$ cat config.mk
export PLATFORM = sky130hd
export DESIGN_NAME = des_key_schedule_flat
export DESIGN_NICKNAME = d
export VERILOG_FILES = /design/src/rtl/des_key_schedule_if.sv /design/src/rtl/des_key_schedule.sv /design/src/flat_wrapper.sv
export SDC_FILE = /design/constraint.sdc
export NUM_CORES = 1
export LEC_CHECK = 0
export CORE_MARGIN = 5
export CORE_UTILIZATION = 35
export CTS_CLUSTER_DIAMETER = 150
export CTS_CLUSTER_SIZE = 28
export DETAILED_ROUTE_END_ITERATION = 8
export SETUP_SLACK_MARGIN = 0.2
export SLEW_MARGIN = 20
export SYNTH_ARGS = -nofsm -noshare
export SYNTH_HDL_FRONTEND = slang
export SYNTH_SLANG_ARGS = --single-unit
export TNS_END_PERCENT = 20
$ cat constraint.sdc
create_clock -name clk -period 2.95 [get_ports clk]
set_clock_uncertainty 0.2 [all_clocks]
set_input_delay 0.4425 -clock clk [delete_from_list [all_inputs] [get_ports clk]]
set_output_delay 0.4425 -clock clk [all_outputs]
set_load 0.02 [all_outputs]
$ cat src/rtl/des_key_schedule_if.sv
// -----------------------------------------------------------------------------
// des_key_schedule_if
// Handshake bundle between the DES round datapath (master) and the subkey
// generator (slave).
//   start        : load key / sample decrypt, begin a schedule (master -> slave)
//   decrypt      : 0 = K1..K16, 1 = K16..K1, sampled with start
//   key[63:0]    : DES key, FIPS bit 1 = key[63], parity bits ignored
//   adv          : current subkey consumed, step to the next one
//   subkey[47:0] : current subkey, FIPS bit 1 = subkey[47], 0 when invalid
//   subkey_valid : subkey is meaningful for round `round`
//   round[3:0]   : subkeys consumed so far in this schedule
//   busy         : schedule in progress
//   done         : one-cycle pulse after the 16th subkey is consumed
// -----------------------------------------------------------------------------
interface des_key_schedule_if;
    logic        start;
    logic        decrypt;
    logic [63:0] key;
    logic        adv;
    logic [47:0] subkey;
    logic        subkey_valid;
    logic [3:0]  round;
    logic        busy;
    logic        done;

    modport master (
        output start, decrypt, key, adv,
        input  subkey, subkey_valid, round, busy, done
    );

    modport slave (
        input  start, decrypt, key, adv,
        output subkey, subkey_valid, round, busy, done
    );
endinterface

$ cat src/rtl/des_key_schedule.sv
// -----------------------------------------------------------------------------
// des_key_schedule
// Sequential DES subkey generator. PC-1 on start, then walks C/D forward
// (encryption, left rotations) or backward (decryption, right rotations), one
// step per accepted `adv`. The subkey is PC-2 of the registered C/D, so every
// output is a function of registers only.
// Ports:
//   clk  : clock, rising edge
//   rst  : synchronous active-high reset
//   ks   : des_key_schedule_if.slave (start/decrypt/key/adv in,
//          subkey/subkey_valid/round/busy/done out)
// -----------------------------------------------------------------------------
module des_key_schedule (
    input  logic                 clk,
    input  logic                 rst,
    des_key_schedule_if.slave    ks
);

    typedef enum logic {IDLE, ACTIVE} state_t;

    // FIPS 46-3 permutation tables, 1-based source bit numbers.
    localparam int PC1 [56] = '{
        57, 49, 41, 33, 25, 17,  9,  1, 58, 50, 42, 34, 26, 18,
        10,  2, 59, 51, 43, 35, 27, 19, 11,  3, 60, 52, 44, 36,
        63, 55, 47, 39, 31, 23, 15,  7, 62, 54, 46, 38, 30, 22,
        14,  6, 61, 53, 45, 37, 29, 21, 13,  5, 28, 20, 12,  4
    };

    localparam int PC2 [48] = '{
        14, 17, 11, 24,  1,  5,  3, 28, 15,  6, 21, 10,
        23, 19, 12,  4, 26,  8, 16,  7, 27, 20, 13,  2,
        41, 52, 31, 37, 47, 55, 30, 40, 51, 45, 33, 48,
        44, 49, 39, 56, 34, 53, 46, 42, 50, 36, 29, 32
    };

    // Bit j set when round j of the schedule rotates by 2 (else by 1).
    // s[1..16] = 1,1,2,2,2,2,2,2,1,2,2,2,2,2,2,1
    localparam logic [16:1] SHIFT2 = 16'h7EFC;

    function automatic logic [55:0] pc1(input logic [63:0] k);
        logic [55:0] r;
        r = '0;
        for (int i = 0; i < 56; i++) begin
            r[55 - i] = k[64 - PC1[i]];
        end
        return r;
    endfunction

    function automatic logic [47:0] pc2(input logic [55:0] cd);
        logic [47:0] r;
        r = '0;
        for (int i = 0; i < 48; i++) begin
            r[47 - i] = cd[56 - PC2[i]];
        end
        return r;
    endfunction

    function automatic logic [27:0] rol28(input logic [27:0] x, input logic two);
        return two ? {x[25:0], x[27:26]} : {x[26:0], x[27]};
    endfunction

    function automatic logic [27:0] ror28(input logic [27:0] x, input logic two);
        return two ? {x[1:0], x[27:2]} : {x[0], x[27:1]};
    endfunction

    state_t      state_q, state_d;
    logic [27:0] c_q, c_d;
    logic [27:0] d_q, d_d;
    logic [3:0]  round_q, round_d;
    logic        dir_q, dir_d;
    logic        done_q, done_d;

    logic [55:0] cd0;
    logic [4:0]  fwd_idx;
    logic [4:0]  bwd_idx;
    logic        rot_two;

    always_ff @(posedge clk) begin
        if (rst) begin
            state_q <= IDLE;
            c_q     <= '0;
            d_q     <= '0;
            round_q <= '0;
            dir_q   <= 1'b0;
            done_q  <= 1'b0;
        end else begin
            state_q <= state_d;
            c_q     <= c_d;
            d_q     <= d_d;
            round_q <= round_d;
            dir_q   <= dir_d;
            done_q  <= done_d;
        end
    end

    always_comb begin
        state_d = state_q;
        c_d     = c_q;
        d_d     = d_q;
        round_d = round_q;
        dir_d   = dir_q;
        done_d  = 1'b0;

        cd0     = pc1(ks.key);
        // Encryption steps into K(round+2); decryption steps out of K(16-round).
        fwd_idx = {1'b0, round_q} + 5'd2;
        bwd_idx = 5'd16 - {1'b0, round_q};
        rot_two = dir_q ? SHIFT2[bwd_idx] : SHIFT2[fwd_idx];

        if (ks.start) begin
            // Start wins over a concurrent adv and restarts from any state.
            // Decryption loads C0/D0 directly: the total rotation is 28, so
            // they equal C16/D16 and give K16 first.
            if (ks.decrypt) begin
                c_d = cd0[55:28];
                d_d = cd0[27:0];
            end else begin
                c_d = rol28(cd0[55:28], 1'b0);
                d_d = rol28(cd0[27:0], 1'b0);
            end
            dir_d   = ks.decrypt;
            round_d = '0;
            state_d = ACTIVE;
        end else if (state_q == ACTIVE && ks.adv) begin
            if (round_q == 4'd15) begin
                state_d = IDLE;
                round_d = '0;
                done_d  = 1'b1;
            end else begin
                if (dir_q) begin
                    c_d = ror28(c_q, rot_two);
                    d_d = ror28(d_q, rot_two);
                end else begin
                    c_d = rol28(c_q, rot_two);
                    d_d = rol28(d_q, rot_two);
                end
                round_d = round_q + 4'd1;
            end
        end
    end

    assign ks.subkey_valid = (state_q == ACTIVE);
    assign ks.busy         = (state_q == ACTIVE);
    assign ks.subkey       = (state_q == ACTIVE) ? pc2({c_q, d_q}) : '0;
    assign ks.round        = round_q;
    assign ks.done         = done_q;

endmodule

$ cat src/flat_wrapper.sv
// flat-port wrapper written by rule: the top's interface ports become plain ports
module des_key_schedule_flat 
  (clk, rst, ks_start, ks_decrypt, ks_key, ks_adv, ks_subkey, ks_subkey_valid, ks_round, ks_busy, ks_done);
  des_key_schedule_if ks_i ();
  input  logic clk;
  input  logic rst;
  input wire logic [$bits(ks_i.start)-1:0] ks_start;
  input wire logic [$bits(ks_i.decrypt)-1:0] ks_decrypt;
  input wire logic [$bits(ks_i.key)-1:0] ks_key;
  input wire logic [$bits(ks_i.adv)-1:0] ks_adv;
  output wire logic [$bits(ks_i.subkey)-1:0] ks_subkey;
  output wire logic [$bits(ks_i.subkey_valid)-1:0] ks_subkey_valid;
  output wire logic [$bits(ks_i.round)-1:0] ks_round;
  output wire logic [$bits(ks_i.busy)-1:0] ks_busy;
  output wire logic [$bits(ks_i.done)-1:0] ks_done;
  assign ks_i.start = ks_start;
  assign ks_i.decrypt = ks_decrypt;
  assign ks_i.key = ks_key;
  assign ks_i.adv = ks_adv;
  assign ks_subkey = ks_i.subkey;
  assign ks_subkey_valid = ks_i.subkey_valid;
  assign ks_round = ks_i.round;
  assign ks_busy = ks_i.busy;
  assign ks_done = ks_i.done;
  des_key_schedule u_core (.clk(clk), .rst(rst), .ks(ks_i));
endmodule
==> metrics.txt, run 1 <==
die outline height=about 140 um; clock sink total=between 60 and 70; P_leak=about 2.4 nW; largest net degree at the start of global routing=slightly above 60; area grow syn2layout=27.9%; syn avg cell area=7.55 um2; die area=between 15000 and 20000 um2; CP Data Arrival Time=about 2500 ps; R2R Setup Slk=~430 ps; Initial Utilization=0.354; setup_tns=0 ps; Yosys reg bits=63; slowest CP cell=buf_6; Mapped Cells=a little under 800; global-route usage over all layers=0.197; critical path fanouts, max=a little under 50; worst reg-to-reg path cell count=8; final hold vios=0; CTS root buf=clkbuf_16; Post-Place Cell Area=7150 um2; via count=a little over 6000; top-area cell type share of the netlist area=0.217; remaining global-route overflow=0; Core Box Area=16400 um2; Seq/Total Area, Yosys=0.217; DRC=0; hold path cells=2; Setup Buffers After CTS=0; Tightest Pin Transition=just under 700 ps; global-route wire length before repair=31800 um; post-route minimum period=between 2000 and 3000 ps; FILL cells=roughly 1700; Detail Placement HPWL=approximately 13000 um; CTS buffer count=9; CP Capture Type=flop; crit path cell chain=buf_4 -> ha_1 -> or3_4 -> a21o_1 -> buf_6 -> nand2_1 -> a311oi_1 -> a31oi_1; Clk pwr share=0.368; Die W=139 um; number of synthesis warnings=0; Max IR drop VDD=0.272 mV; DRT iter0 DRCs=approximately 480; share of cells above drive strength 1=0.176; commonest non-fill, non-tap cell in the layout=nand2_1; DRT Wirelength=19200 um; FF-to-FF Start=u_core.ks.round[1]$_SDFFE_PP0P_; unrepaired setup endpoints after global routing=false; Reg2Reg Capture Point=u_core.d_q[3]$_SDFFE_PP0P_; # nets final=about 900; endpoints failing setup=0; GP Congestion=around 0.85; fmax=between 300 and 400 MHz; syn_nets=roughly 840; Req. time, crit path=approximately 3000 ps; Setup crit start kind=flop; max_cap viols=0; pins over their slew limit=0; I/O pin count=124; TritonCTS clock tree=built; worst min path class=reg2reg; Site Rows=47; leading post-synthesis cells by cell area=dfxtp_1 22%, mux2_2 17%, nand2_1 7.6%; hold wc startpoint=u_core.ks.round[1]$_SDFFE_PP0P_; critical path class=reg2reg; htree depth=3; wire per inst=about 18 um; hold buffers post-CTS=0; hold path endpoint=u_core.ks.round[1]$_SDFFE_PP0P_; relative slew slack=0.541; Power Internal=roughly 1.9 mW; I/O Buffers=about 120; Detailed Routing Iterations Pass 1=5; Post-Syn Area=between 5000 and 6000 um2; period utilization=0.853; Flop pwr share=0.376; commonest cells after routing, fill and taps aside=117 x nand2_1, 113 x clkdlybuf4s50_1, 87 x mux2_2, 63 x dfxtp_1; largest area contributor in the netlist=dfxtp_1; n_diodes=0; post-route ant nets=0; PD cells=359 nW/um2; CTS clk-pin slew, worst paths=~50 ps; vias per cell=about 5.7; proportion of power drawn by combinational gates=0.256; Worst-Skew Late Latency=330 ps; post-route cell area=roughly 7400 um2; CTS Buffer Depth=2; status=completed; crit-path max cell delay=390 ps; Resize count post-CTS=0; Sw Share=0.303; initial antenna violation count=0; via count of the first global-routing pass=around 6100; Netlist cell types=44; NetSw=0.810 mW
-- power groups by stage --
stage,clock network [mW],registers (mW),logic [mW]
after detailed placement,0,1.02,0.679
after global routing,1.05,1.01,0.745
after global placement,0,1.02,0.675
after floorplan,0,0.989,0.427
after CTS,1.01,1.00,0.681
final,0.983,1.00,0.682
-- worst max-delay path, delay by kind of cell, from the launching register on --
kind / cells / cell delay, ps
AOI/OAI and AO/OA: 3 / 590
adders and majority gates: 1 / 210
buffers and inverters: 2 / 570
DFF: 1 / 370
and+or+nand+nor: 2 / 450
-- sequential cells by signal (all words and copies together), names as in the netlist --
name / flops
u_core.d_q: 28
u_core.ks.done: 1
u_core.ks.busy: 1
u_core.ks.round: 4
u_core.c_q: 28
u_core.dir_q: 1
-- kinds of logic after synthesis --
| group | synth area share |
|---|---|
| and+or+nand+nor | 0.216 |
| muxes | 0.209 |
| buffers and inverters | 0.0707 |
| xor gates and xnor gates | 0.00151 |
| adders and majority gates | 0.00862 |
| DFF | 0.217 |
| AOI/OAI and AO/OA | 0.277 |
-- synthesized netlist by cell type (all sizes together) --
| master | n |
|---|---|
| nand2 | 117 |
| mux2 | 104 |
| dfxtp | 63 |
| a211oi | 56 |
| nor3 | 56 |
| a21oi | 54 |
| a31oi | 54 |
| o21ai | 54 |
| and2 | 49 |
| clkbuf | 47 |
| buf | 33 |
| nor2 | 10 |
| nand3 | 9 |
| nor2b | 7 |
| a21o | 6 |
| a311oi | 5 |
| a22o | 4 |
| a2bb2oi | 4 |
| ha | 4 |
| inv | 4 |
| mux2i | 4 |
| nor4 | 4 |
| o211a | 4 |
| o211ai | 4 |
| nand2b | 2 |
| or3 | 2 |
| a31o | 1 |
| and3 | 1 |
| and3b | 1 |
| nor4bb | 1 |
| o21a | 1 |
| o31a | 1 |
| o31ai | 1 |
| or2 | 1 |
| xnor2 | 1 |
-- layout make-up --
cell class / count / area, um2 / area share
clock buffers: 13 / 260 / 0.0351
well taps: 220 / 275 / 0.0371
multi-input cells: 622 / 4160 / 0.561
inverters: 4 / 15.0 / 0.00202
flip-flops and latches: 63 / 1260 / 0.170
repair buffers: 143 / 1440 / 0.194
clock inverters: 1 / 5.00 / 0.000674
-- how the worst max path moves through the flow --
stage                                          from                           to  slack [ps]  depth (start not counted)
CTS                 u_core.ks.round[1]$_SDFFE_PP0P_   u_core.d_q[3]$_SDFFE_PP0P_         290                          8
global route        u_core.ks.round[1]$_SDFFE_PP0P_   u_core.d_q[3]$_SDFFE_PP0P_         230                          8
global placement    u_core.ks.round[1]$_SDFFE_PP0P_  u_core.c_q[14]$_SDFFE_PP0P_         330                          8
detailed placement  u_core.ks.round[1]$_SDFFE_PP0P_   u_core.d_q[3]$_SDFFE_PP0P_         320                          8
floorplan           u_core.ks.round[1]$_SDFFE_PP0P_  u_core.d_q[19]$_SDFFE_PP0P_         430                          9
finish              u_core.ks.round[1]$_SDFFE_PP0P_   u_core.d_q[3]$_SDFFE_PP0P_         430                          8
-- metal layers --
| layer | wire, um | up-vias | GRT usage |
|---|---|---|---|
| met5 | 0 | - | 0 |
| met4 | 329 | 0 | 0.0690 |
| met3 | 1060 | 31 | 0.0276 |
| met2 | 8910 | 209 | 0.313 |
| met1 | 8890 | 2837 | 0.273 |
| li1 | - | 2990 | - |
-- stage by stage --
stage	utilization	worst slack [ps]	instances	hold WS, ps	power, mW
finish	0.452	433	1066	305	2.67
global route	0.452	226	1066	328	2.81
CTS	0.452	290	1066	308	2.69
detailed placement	0.436	320	1052	300	1.70
global placement	0.436	330	1052	278	1.69
floorplan	-	432	769	327	1.42
Power figures use the tool's default switching activity.
==> run 2: changes to the inputs <==
Clock period 2.95 ns to 2.3 ns, I/O delays scaled along.
==> metrics.txt, run 2 (synthesis gave the netlist of run 1 again) <==
fmax=roughly 440 MHz; die area=19300 um2; DRT iter0 DRCs=578; post-route minimum period=~2300 ps; CP bufs+invs=2; hold buffers post-CTS=0; Tightest Pin Transition=338 ps; die outline height=roughly 140 um; family with the most delay on the worst path=compound AO/OA/AOI/OAI gates; commonest cells after routing, fill and taps aside=116 x nand2_1, 77 x clkdlybuf4s50_1, 73 x mux2_2, 59 x dfxtp_1, 54 x nor3_1; commonest non-fill, non-tap cell in the layout=nand2_1; Initial Utilization=0.354; P_leak=~3.3 nW; global-route usage over all layers=0.197; clock sink total=63; total power=about 3.5 mW; status=completed; Detailed Routing Iterations Pass 1=5; FF-to-FF Start=u_core.ks.round[0]$_SDFFE_PP0P_; share of cells above drive strength 1=0.260; CTS root buf=clkbuf_16; Site Rows=47; GP Congestion=~0.83; worst min path class=reg2reg; Die W=~140 um; worst reg-to-reg path cell count=8; hold wc startpoint=u_core.ks.round[1]$_SDFFE_PP0P_; crit path cell chain=inv_4 -> ha_4 -> nand2b_4 -> o31a_4 -> nor2_8 -> buf_12 -> mux2_1 -> a31oi_1; DRC=0; n_diodes=0; htree depth=3; Reg2Reg Capture Point=u_core.c_q[16]$_SDFFE_PP0P_; via count of the first global-routing pass=~6100; remaining global-route overflow=0; CP Data Arrival Time=around 2300 ps; final worst setup slack=slightly above 20 ps; post-route ant nets=0; Worst-Skew Late Latency=between 300 and 400 ps; DRT Wirelength=around 21000 um; FILL cells=1595; critical path fanouts, max=27; R2R Setup Slk=between 20 and 25 ps; period utilization=0.991; crit-path max cell delay=~390 ps; critical path class=reg2reg; largest net degree at the start of global routing=58; slowest CP cell=dfxtp_4; footprint of the multi-input gates=about 4500 um2; relative slew slack=0.774; max_cap viols=0; area grow syn2layout=43.8%; Req. time, crit path=~2400 ps; hold path cells=2; CTS buffer count=9; CTS clk-pin slew, worst paths=approximately 50 ps; CP Capture Type=flop; via count=6420; I/O pin count=~120; # nets final=950; WP depth=8; TritonCTS clock tree=built; Core Box Area=16400 um2; Hold WS=308 ps; Detail Placement HPWL=~13000 um; wire per inst=around 19 um; hold path endpoint=u_core.ks.round[1]$_SDFFE_PP0P_; vias per cell=5.83; CTS Buffer Depth=2; global-route wire length before repair=31700 um; Max IR drop VDD=between 0.3 and 0.4 mV; unrepaired setup endpoints after global routing=true; register area=between 1000 and 1500 um2; initial antenna violation count=0; PD cells=420 nW/um2; pins over their slew limit=0; final hold vios=0; I/O Buffers=around 120; Setup crit start kind=flop; pre-CTS setup slack=approximately 11 ps; endpoints failing setup=0
## run 2: per-layer routing
metal / track usage / routed length [um] / vias up
met5: 0 / 0 / -
met4: 0.0536 / 303 / 0
met3: 0.0428 / 1340 / 24
met2: 0.314 / 9580 / 249
met1: 0.270 / 9690 / 3083
li1: - / - / 3064
## run 2: worst reg2reg max path: cells and delay by family (launching register included)
kind	cells	cell delay [ps]
AOI/OAI and AO/OA	2	490
DFF	1	390
muxes	1	360
adders and majority gates	1	150
buffers and inverters	2	270
and+or+nand+nor	2	350
## run 2: cell type report
cell class / count / share of cell area
inverters: 4 / 0.00270
multi-input cells: 622 / 0.537
flip-flops and latches: 63 / 0.153
clock inverters: 4 / 0.00255
well taps: 220 / 0.0330
repair buffers: 177 / 0.243
clock buffers: 11 / 0.0291
## run 2: report_power, final
| part | internal, mW | leakage, nW | switching, mW |
|---|---|---|---|
| combinational | 0.471 | 2.68 | 0.477 |
| sequential | 1.18 | 0.524 | 0.108 |
| clock | 0.747 | 0.135 | 0.522 |
| total | 2.40 | 3.34 | 1.11 |
## run 2: worst max-delay path by stage
stage	endpoint	slack, ps	startpoint
after floorplan	u_core.c_q[12]$_SDFFE_PP0P_	80	u_core.ks.round[0]$_SDFFE_PP0P_
after global placement	u_core.d_q[7]$_SDFFE_PP0P_	40	u_core.ks.round[1]$_SDFFE_PP0P_
after detailed placement	u_core.d_q[7]$_SDFFE_PP0P_	10	u_core.ks.round[2]$_SDFFE_PP0P_
after CTS	ks_subkey[12]	5	u_core.ks.busy$_SDFFE_PP0P_
after global routing	u_core.c_q[5]$_SDFFE_PP0P_	-50	u_core.ks.round[1]$_SDFFE_PP0P_
final	u_core.c_q[16]$_SDFFE_PP0P_	20	u_core.ks.round[0]$_SDFFE_PP0P_
## run 2: timing repair
action	4_1_cts	5_1_grt
gates resized for setup	14	84
pin swaps	0	32
cloned	0	8
setup buffers	0	8
setup endpoints to repair	107	95
endpoints found under the hold margin	0	0
## run 2: metrics by stage
step,area [um2],TNS (ps),util,cells
2_1_floorplan,5890,0,-,769
3_3_place_gp,7480,0,0.456,1070
3_5_place_dp,7480,0,0.456,1070
4_1_cts,7730,0,0.471,1085
5_1_grt,8350,-529,0.509,1101
6_report,8350,0,0.509,1101
